==> src/rtl/stacktr_reader_pkg.sv <==
// Shared types and constants for the stack trace buffer reader.
// Latency: n/a (types only).
// Backpressure: n/a (types only).
package stacktr_reader_pkg;

  localparam int CFG_LOG2_STACK_TRACE_ADDR = 5;
  localparam int RISCV_ARCH                = 64;

  typedef enum logic [2:0] {
    IDLE,
    ADDR,
    DATA,
    HOLD,
    DONE
  } stacktr_state_e;

  // Register widths follow the package address width; the reader's abits
  // parameter is expected to match it.
  typedef struct packed {
    stacktr_state_e                         state;
    logic [CFG_LOG2_STACK_TRACE_ADDR-1:0]   addr;
    logic [CFG_LOG2_STACK_TRACE_ADDR:0]     cnt;
    logic [CFG_LOG2_STACK_TRACE_ADDR:0]     index;
    logic [2*RISCV_ARCH-1:0]                data;
    logic                                   last;
  } stacktr_reader_registers;

  localparam stacktr_reader_registers stacktr_reader_r_reset = '{
    state: IDLE,
    addr:  '0,
    cnt:   '0,
    index: '0,
    data:  '0,
    last:  1'b0
  };

endpackage

==> src/rtl/stacktr_reader.sv <==
// Walks the stack trace buffer newest-to-oldest and streams records out (macro STACKTR_READER_WRAP_EN selects circular addressing).
// Latency: first beat valid 3 cycles after i_start; 3 cycles per beat with i_ready held high.
// Backpressure: a beat is held stable in HOLD until i_ready; no further reads are issued while stalled.
module stacktr_reader
  import stacktr_reader_pkg::*;
#(
  parameter int abits = CFG_LOG2_STACK_TRACE_ADDR
) (
  input  logic                    i_clk,
  input  logic                    i_nrst,
  input  logic                    i_start,
  input  logic                    i_abort,
  input  logic [abits:0]          i_depth,
  input  logic [abits-1:0]        i_wptr,
  output logic [abits-1:0]        o_raddr,
  input  logic [2*RISCV_ARCH-1:0] i_rdata,
  output logic                    o_valid,
  input  logic                    i_ready,
  output logic [2*RISCV_ARCH-1:0] o_data,
  output logic [abits-1:0]        o_index,
  output logic                    o_last,
  output logic                    o_busy,
  output logic                    o_done
);

  // Number of buffer entries, expressed at counter width so cnt=SIZE fits.
  localparam logic [abits:0] SIZE = {1'b1, {abits{1'b0}}};

  stacktr_reader_registers r;
  stacktr_reader_registers rin;

  logic [abits:0] depth_sat;

`ifndef STACKTR_READER_WRAP_EN
  // Linear stack: the write pointer carries no information for the walk.
  logic unused_wptr;
  assign unused_wptr = ^i_wptr;
`endif

  // The writer saturates depth, but clamp anyway so a bad value cannot over-walk.
  assign depth_sat = (i_depth > SIZE) ? SIZE : i_depth;

  // Next-state and datapath updates; abort overrides everything else.
  always_comb begin
    rin = r;
    case (r.state)
      IDLE: begin
        if (i_start && !i_abort) begin
          rin.cnt   = depth_sat;
          rin.index = '0;
`ifdef STACKTR_READER_WRAP_EN
          rin.addr  = i_wptr - 1'b1;
`else
          rin.addr  = depth_sat[abits-1:0] - 1'b1;
`endif
          rin.state = (depth_sat == '0) ? DONE : ADDR;
        end
      end
      ADDR: begin
        rin.state = DATA;
      end
      DATA: begin
        rin.data  = i_rdata;
        rin.last  = (r.index == (r.cnt - 1'b1));
        rin.state = HOLD;
      end
      HOLD: begin
        if (i_ready) begin
          if (r.last) begin
            rin.state = DONE;
          end else begin
            rin.addr  = r.addr - 1'b1;
            rin.index = r.index + 1'b1;
            rin.state = ADDR;
          end
        end
      end
      DONE: begin
        rin.state = IDLE;
      end
      default: begin
        rin.state = IDLE;
      end
    endcase

    if (i_abort && (r.state != IDLE)) begin
      rin.state = IDLE;
    end
  end

  // Register bank with asynchronous clear so a mid-dump reset drops outputs at once.
  always_ff @(posedge i_clk or negedge i_nrst) begin
    if (!i_nrst) begin
      r <= stacktr_reader_r_reset;
    end else begin
      r <= rin;
    end
  end

  assign o_raddr = r.addr;
  assign o_valid = (r.state == HOLD);
  assign o_data  = r.data;
  assign o_index = r.index[abits-1:0];
  assign o_last  = r.last && (r.state == HOLD);
  assign o_busy  = (r.state != IDLE);
  assign o_done  = (r.state == DONE);

endmodule

==> config.mk <==
export PLATFORM = sky130hd
export DESIGN_NAME = stacktr_reader
export DESIGN_NICKNAME = d
export VERILOG_FILES = /design/src/rtl/stacktr_reader_pkg.sv /design/src/rtl/stacktr_reader.sv
export SDC_FILE = /design/constraint.sdc
export NUM_CORES = 1
export LEC_CHECK = 0
export ABC_CLOCK_PERIOD_IN_PS = 1700
export CORE_ASPECT_RATIO = 0.7
export CORE_MARGIN = 3
export CORE_UTILIZATION = 41
export CTS_BUF_LIST = sky130_fd_sc_hd__clkbuf_8
export CTS_CLUSTER_DIAMETER = 100
export DETAILED_ROUTE_END_ITERATION = 6
export GPL_TIMING_DRIVEN = 0
export PLACE_DENSITY = 0.82
export REMOVE_ABC_BUFFERS = 1
export SYNTH_ARGS = -nofsm -noshare
export SYNTH_HDL_FRONTEND = slang
export SYNTH_SLANG_ARGS = --single-unit
==> constraint.sdc <==
create_clock -name i_clk -period 1.7 [get_ports i_clk]
set_input_delay 0.255 -clock i_clk [delete_from_list [all_inputs] [get_ports i_clk]]
set_output_delay 0.255 -clock i_clk [all_outputs]
set_load 0.03 [all_outputs]
==> results of run 1 <==
## registers in the layout, summed over array words and instances (netlist names)
signal / flops
o_data: 128
o_index: 5
o_raddr: 5
r: 11
## layout make-up
class / count / area share
Clock buffer: 18 / 0.0245
Clock inverter: 13 / 0.0145
Inverter: 7 / 0.00260
Multi-Input combinational cell: 259 / 0.235
Sequential cell: 149 / 0.370
Tap cell: 225 / 0.0279
Timing Repair Buffer: 325 / 0.326
## worst max-delay path by stage
stage	from	to	slack, ps	depth (start not counted)
global placement	i_nrst	o_data[22]$_DFFE_PN0N_	-5230	1
detailed placement	r[146]$_DFFE_PN0P_	o_last	-670	5
floorplan	r[147]$_DFFE_PN0P_	r[0]$_DFFE_PN0N_	-2240	4
global route	r[146]$_DFFE_PN0P_	o_raddr[0]$_DFFE_PN0P_	-330	7
finish	r[146]$_DFFE_PN0P_	o_raddr[0]$_DFFE_PN0P_	-260	7
CTS	r[146]$_DFFE_PN0P_	r[0]$_DFFE_PN0N_	-210	6
## kinds of logic after synthesis
group / count (synthesis) / synth area share
mux: 128 / 0.204
xor+xnor: 9 / 0.0111
fa+ha+maj: 5 / 0.00884
simple gates: 69 / 0.0509
compound gates: 42 / 0.0362
buf+inv: 165 / 0.162
flops: 149 / 0.527
## timing repair
action | in CTS | in global routing
gates resized for setup | 221 | 26
pin swaps | 20 | 12
setup buffers | 25 | 10
gates cloned | 9 | 6
hold buffers | 1 | 0
hold endpoints to repair | 65 | 0
setup endpoints to repair | 281 | 145
## metal layers
metal  GRT usage  vias up  wire [µm]
met2       0.330      272       9530
met4      0.0676        0        451
met3      0.0736       43       1860
met5           0        -          0
li1            -     2200          -
met1       0.244     2452       8010
## per-stage QoR
| step | power [µW] | worst slack, ps | hold slack [ps] |
|---|---|---|---|
| 6_report | 15000 | -263 | 361 |
| 5_1_grt | 15800 | -328 | 377 |
| 3_3_place_gp | 12900 | -5230 | 486 |
| 3_5_place_dp | 13000 | -666 | 290 |
| 4_1_cts | 15100 | -207 | 366 |
| 2_1_floorplan | 9520 | -2240 | -40.6 |
## synthesized netlist by cell type (2+ instances only)
| cell | count |
|---|---|
| a21oi_1 | 5 |
| a31oi_1 | 4 |
| and3_1 | 2 |
| buf_1 | 2 |
| buf_2 | 10 |
| buf_4 | 138 |
| clkbuf_1 | 8 |
| dfrtp_1 | 149 |
| ha_1 | 5 |
| inv_1 | 7 |
| mux2_2 | 128 |
| nand2_1 | 16 |
| nand2b_1 | 8 |
| nand3_1 | 7 |
| nand3b_1 | 2 |
| nand4_1 | 2 |
| nand4b_1 | 2 |
| nor2_1 | 13 |
| nor2b_1 | 3 |
| nor3_1 | 6 |
| nor3b_1 | 3 |
| o211ai_1 | 3 |
| o21ai_0 | 20 |
| o31ai_1 | 2 |
| or3_1 | 3 |
| xnor2_1 | 7 |
| xor2_1 | 2 |
## power by group through the flow
stage | clock [µW] | sequential (µW) | combinational (µW)
CTS | 2860 | 5490 | 6730
global route | 3030 | 5660 | 7070
floorplan | 0 | 8120 | 1400
finish | 2790 | 5490 | 6750
detailed placement | 0 | 5600 | 7440
global placement | 0 | 5510 | 7360
## worst max-delay path: cells and delay by family (launching register included)
family / cells / cell delay [ps]
buffers and inverters: 3 / 400
DFF: 1 / 440
AOI/OAI and AO/OA: 2 / 370
and+or+nand+nor: 2 / 650
==> impl_metrics.tcl, run 1 <==
set metrics [dict create \
    critPathRequiredTime_ps 2070 \
    overflow 0 \
    seq_power_share 0.365 \
    slowest_stage "or4b_4" \
    coreArea_um2 16600 \
    layoutNonFillerInstCount 996 \
    p_int_uw 8910 \
    synth_top_area_frac 0.527 \
    crit_path_start_kind "register" \
    power_switching_uw 6120 \
    syn_inst 567 \
    grt_setup_unrepaired "true" \
    period_needed_ps 1960 \
    reg2regPathDepth 7 \
    wl_per_cell_um 19.9 \
    insertedDiodeCount 0 \
    synth_area_um2 7080 \
    cts_sinks 149 \
    first_pass_iters 4 \
    grt_max_degree 85 \
    nFillCells 1322 \
    dp_hpwl_um 12100 \
    combPwrFrac 0.449 \
    layout_commonest_cell "dfrtp_1" \
    die_w_um 163 \
    arrival_ps 2330 \
    drive_gt1_frac 0.311 \
    drtIter0Drc 275 \
    path_clk_slew_ps 90 \
    dp.cells 917 \
    p_clk_frac 0.186 \
    antenna_left 0 \
    maxSlewViolCount 0 \
    row_count 39 \
    num_io_pins 286 \
    slew_headroom 0.564 \
    gp_congestion 0.826 \
    multi_input_area_um2 2380 \
    final_cell_mix "dfrtp_1 (146), clkdlybuf4s50_1 (137), dlygate4sd2_1 (135)" \
    status "complete, but fails checks" \
    area_delta_synth_final_pct 42.7 \
    hold_path.class "in -> async" \
    crit_type "reg -> reg" \
    io_buffers 280 \
    grt_antenna_before_repair 0 \
    fin_nets 908 \
    peakVddDrop_uv 1030 \
    via_per_inst 4.99 \
    critPathCaptureType "register" \
    violations "setup timing" \
    worst_slack_ps -263 \
    ys_types 37 \
    placedInstanceArea_um2 9120 \
    tightest_slew_ps 654 \
    crit_fanout 2 \
    clock_path_buffers 2 \
    synth_seq_cells 149 \
    drc 0 \
    finalHoldViolations 0 \
    regArea_um2 3730 \
    max_freq_ghz 0.509 \
    h-tree-depth 4 \
    yosysTopAreaCell "dfrtp_1" \
    start_util 0.427 \
    synth_edf_count 0 \
    clock_latency_ps 460 \
    root_buffer "clkbuf_8" \
    synth_area_leaders "dfrtp_1 (53%), mux2_2 (20%), buf_4 (15%)" \
    yosysSeqAreaShare 0.527 \
    reg2reg_slack_ps -260 \
    fp.dieH_um 116 \
    cp_common_cell "buf_6" \
    final_util 0.609 \
    setup_tns_ps -19930 \
    p_per_area_nw_per_um2 1490 \
    design_area_um2 10100 \
    synthArstFlopShare 1.00 \
    cts_tree "done" \
    grt_usage 0.200 \
    swShare 0.407 \
    maxCapViolations 0 \
    yosys_most_used_dff "dfrtp_1" \
    cpPeakStageDelay_ps 500 \
    grt_pass1_vias 5103 \
    r2r-start "r[146]$_DFFE_PN0P_" \
    leakage_uw 0.00451 \
    yosys_warnings 0 \
    syn_area_per_cell_um2 12.5 \
    crit_chain "buf_6 > or4b_4 > buf_6 > a21oi_4 > buf_6 > nand4_1 > o211ai_1" \
    die_area_um2 18900 \
    fin_worst_skew_ps 14.1 \
    totalWireLength_um 19900 \
    setup_viol 128 \
    cts_buffers 17 \
    r2r-end "o_raddr[0]$_DFFE_PN0P_" \
    vias 4967 \
    min_period_over_period 1.15 \
    grt_pass1_wl_um 28800 \
]
No activity file was read; power rests on OpenSTA's default activity.
==> inputs of run 2 (changes only) <==
--- a/config.mk
+++ b/config.mk
@@ -12,7 +12,6 @@
 export CTS_BUF_LIST = sky130_fd_sc_hd__clkbuf_8
 export CTS_CLUSTER_DIAMETER = 100
 export DETAILED_ROUTE_END_ITERATION = 6
-export GPL_TIMING_DRIVEN = 0
 export PLACE_DENSITY = 0.82
 export REMOVE_ABC_BUFFERS = 1
 export SYNTH_ARGS = -nofsm -noshare
==> impl_metrics.tcl, run 2 (synthesis gave the netlist of run 1 again) <==
set metrics [dict create \
    drc 0 \
    io_buffers 280 \
    crit_fanout 3 \
    die_area_um2 18900 \
    insertedDiodeCount 0 \
    wl_per_cell_um 18.2 \
    die_w_um 163 \
    period_needed_ps 1860 \
    critPathRequiredTime_ps 1440 \
    overflow 0 \
    cts_buffers 17 \
    maxSlewViolCount 0 \
    slew_headroom 0.641 \
    crit_type "reg -> out" \
    first_pass_iters 4 \
    max_freq_ghz 0.538 \
    finalHoldViolations 0 \
    tightest_slew_ps 538 \
    design_power_total_uw 15100 \
    grt_usage 0.186 \
    start_util 0.427 \
    grt_setup_unrepaired "true" \
    grt_pass1_wl_um 27100 \
    dp.cells 949 \
    worst_slack_ps -158 \
    arrival_ps 1600 \
    area_delta_synth_final_pct 41.0 \
    fp.dieH_um 116 \
    row_count 39 \
    fin_worst_skew_ps 14.3 \
    violations "setup timing" \
    crit_chain "buf_6 > buf_6 > nand3b_1 > inv_2 > nand2_2 > inv_2 > buf_6" \
    vias 4693 \
    grt_max_degree 52 \
    crit_path_start_kind "register" \
    drtIter0Drc 286 \
    peakVddDrop_uv 831 \
    num_io_pins 286 \
    design_area_um2 9980 \
    layoutNonFillerInstCount 994 \
    final_cell_mix "dfrtp_1 (149), clkdlybuf4s50_1 (137), dlygate4sd2_1 (136)" \
    placedInstanceArea_um2 9390 \
    clock_path_buffers 2 \
    layout_commonest_cell "dfrtp_1" \
    grt_antenna_before_repair 0 \
    slowest_stage "dfrtp_1" \
    dp_hpwl_um 13100 \
    hold_path.class "in -> async" \
    multi_input_area_um2 2270 \
    clock_latency_ps 430 \
    antenna_left 0 \
    setup_viol 106 \
    min_period_over_period 1.09 \
    leakage_uw 0.00448 \
    grt_pass1_vias 5086 \
    h-tree-depth 4 \
    fin_nets 906 \
    cts_tree "done" \
    maxCapViolations 0 \
    critPathCaptureType "primary output" \
    path_clk_slew_ps 90 \
    final_util 0.602 \
    drive_gt1_frac 0.295 \
    cts_sinks 149 \
    p_per_area_nw_per_um2 1520 \
    nFillCells 1354 \
    totalWireLength_um 18100 \
    largest_reg_flops 128 \
    cp_common_cell "buf_6" \
    cpPeakStageDelay_ps 410 \
    via_per_inst 4.72 \
    regArea_um2 3730 \
    gp_congestion 0.808 \
    coreArea_um2 16600 \
    status "complete, but fails checks" \
    root_buffer "clkbuf_8" \
]
[run 2: changes by cell type in the layout (fill, tap and decap cells not counted), sizes merged]
cell         before  now
clkinv            4    7
clkinvlp          2    0
clkbuf           23   21
bufinv            2    4
or3b              7    1
buf              45   49
inv              12    9
a21o              1    2
dlygate4sd2     135  136
[run 2: routing by layer]
metal  routed length [µm]  up-vias  track usage
li1                     -     2168            -
met1                 7160     2271        0.220
met2                 8730      235        0.308
met3                 2000       19       0.0836
met4                  223        0       0.0541
met5                    0        -            0
[run 2: path summary, 6_finish.rpt]
path,cells after the start,from,endpoint,slack [ps]
hold / removal,2,i_nrst,o_data[35]$_DFFE_PN0N_,350
max in group asynchronous,3,i_nrst,o_data[81]$_DFFE_PN0N_,750
min in group i_clk,2,i_rdata[3],o_data[3]$_DFFE_PN0N_,430
setup reg to reg,5,r[148]$_DFFE_PN0P_,r[0]$_DFFE_PN0N_,-160
setup / recovery,7,r[148]$_DFFE_PN0P_,o_last,-160
hold reg to reg,1,o_data[19]$_DFFE_PN0N_,o_data[19]$_DFFE_PN0N_,500
[run 2: cell type report]
class / count / area share
tap: 225 / 0.0282
clock buffer: 18 / 0.0248
clock inverter: 13 / 0.0183
sequential: 149 / 0.374
inverter: 7 / 0.00263
timing repair buffer: 328 / 0.325
multi-input combinational: 254 / 0.227
[run 2: where the power goes]
group,switching [µW],internal [µW]
logic,3990,2660
registers,653,4840
clock network,1350,1630
[run 2: worst max-delay path, delay by kind of cell, from the launching register on]
family                 cells  cell delay [ps]
AND/OR/NAND/NOR            2              250
buffers and inverters      5              510
flip-flops                 1              410
[run 2: per-stage QoR]
step                setup WS [ps]  setup TNS [ps]  hold slack (ps)
CTS                          -173           -1470              324
global route                 -263           -7270              375
floorplan                   -2240         -286350            -40.6
detailed placement           -331           -2890              262
global placement             -265           -2250              250
finish                       -158           -4080              352
[run 2: repair_timing]
action / 4_1_cts / 5_1_grt
hold endpoints to repair: 46 / 0
endpoints found under the setup margin: 229 / 137
pin swaps: 4 / 7
gates cloned: 2 / 4
gates resized for setup: 172 / 31
buffers inserted: 6 / 3
hold buffers: 1 / 0
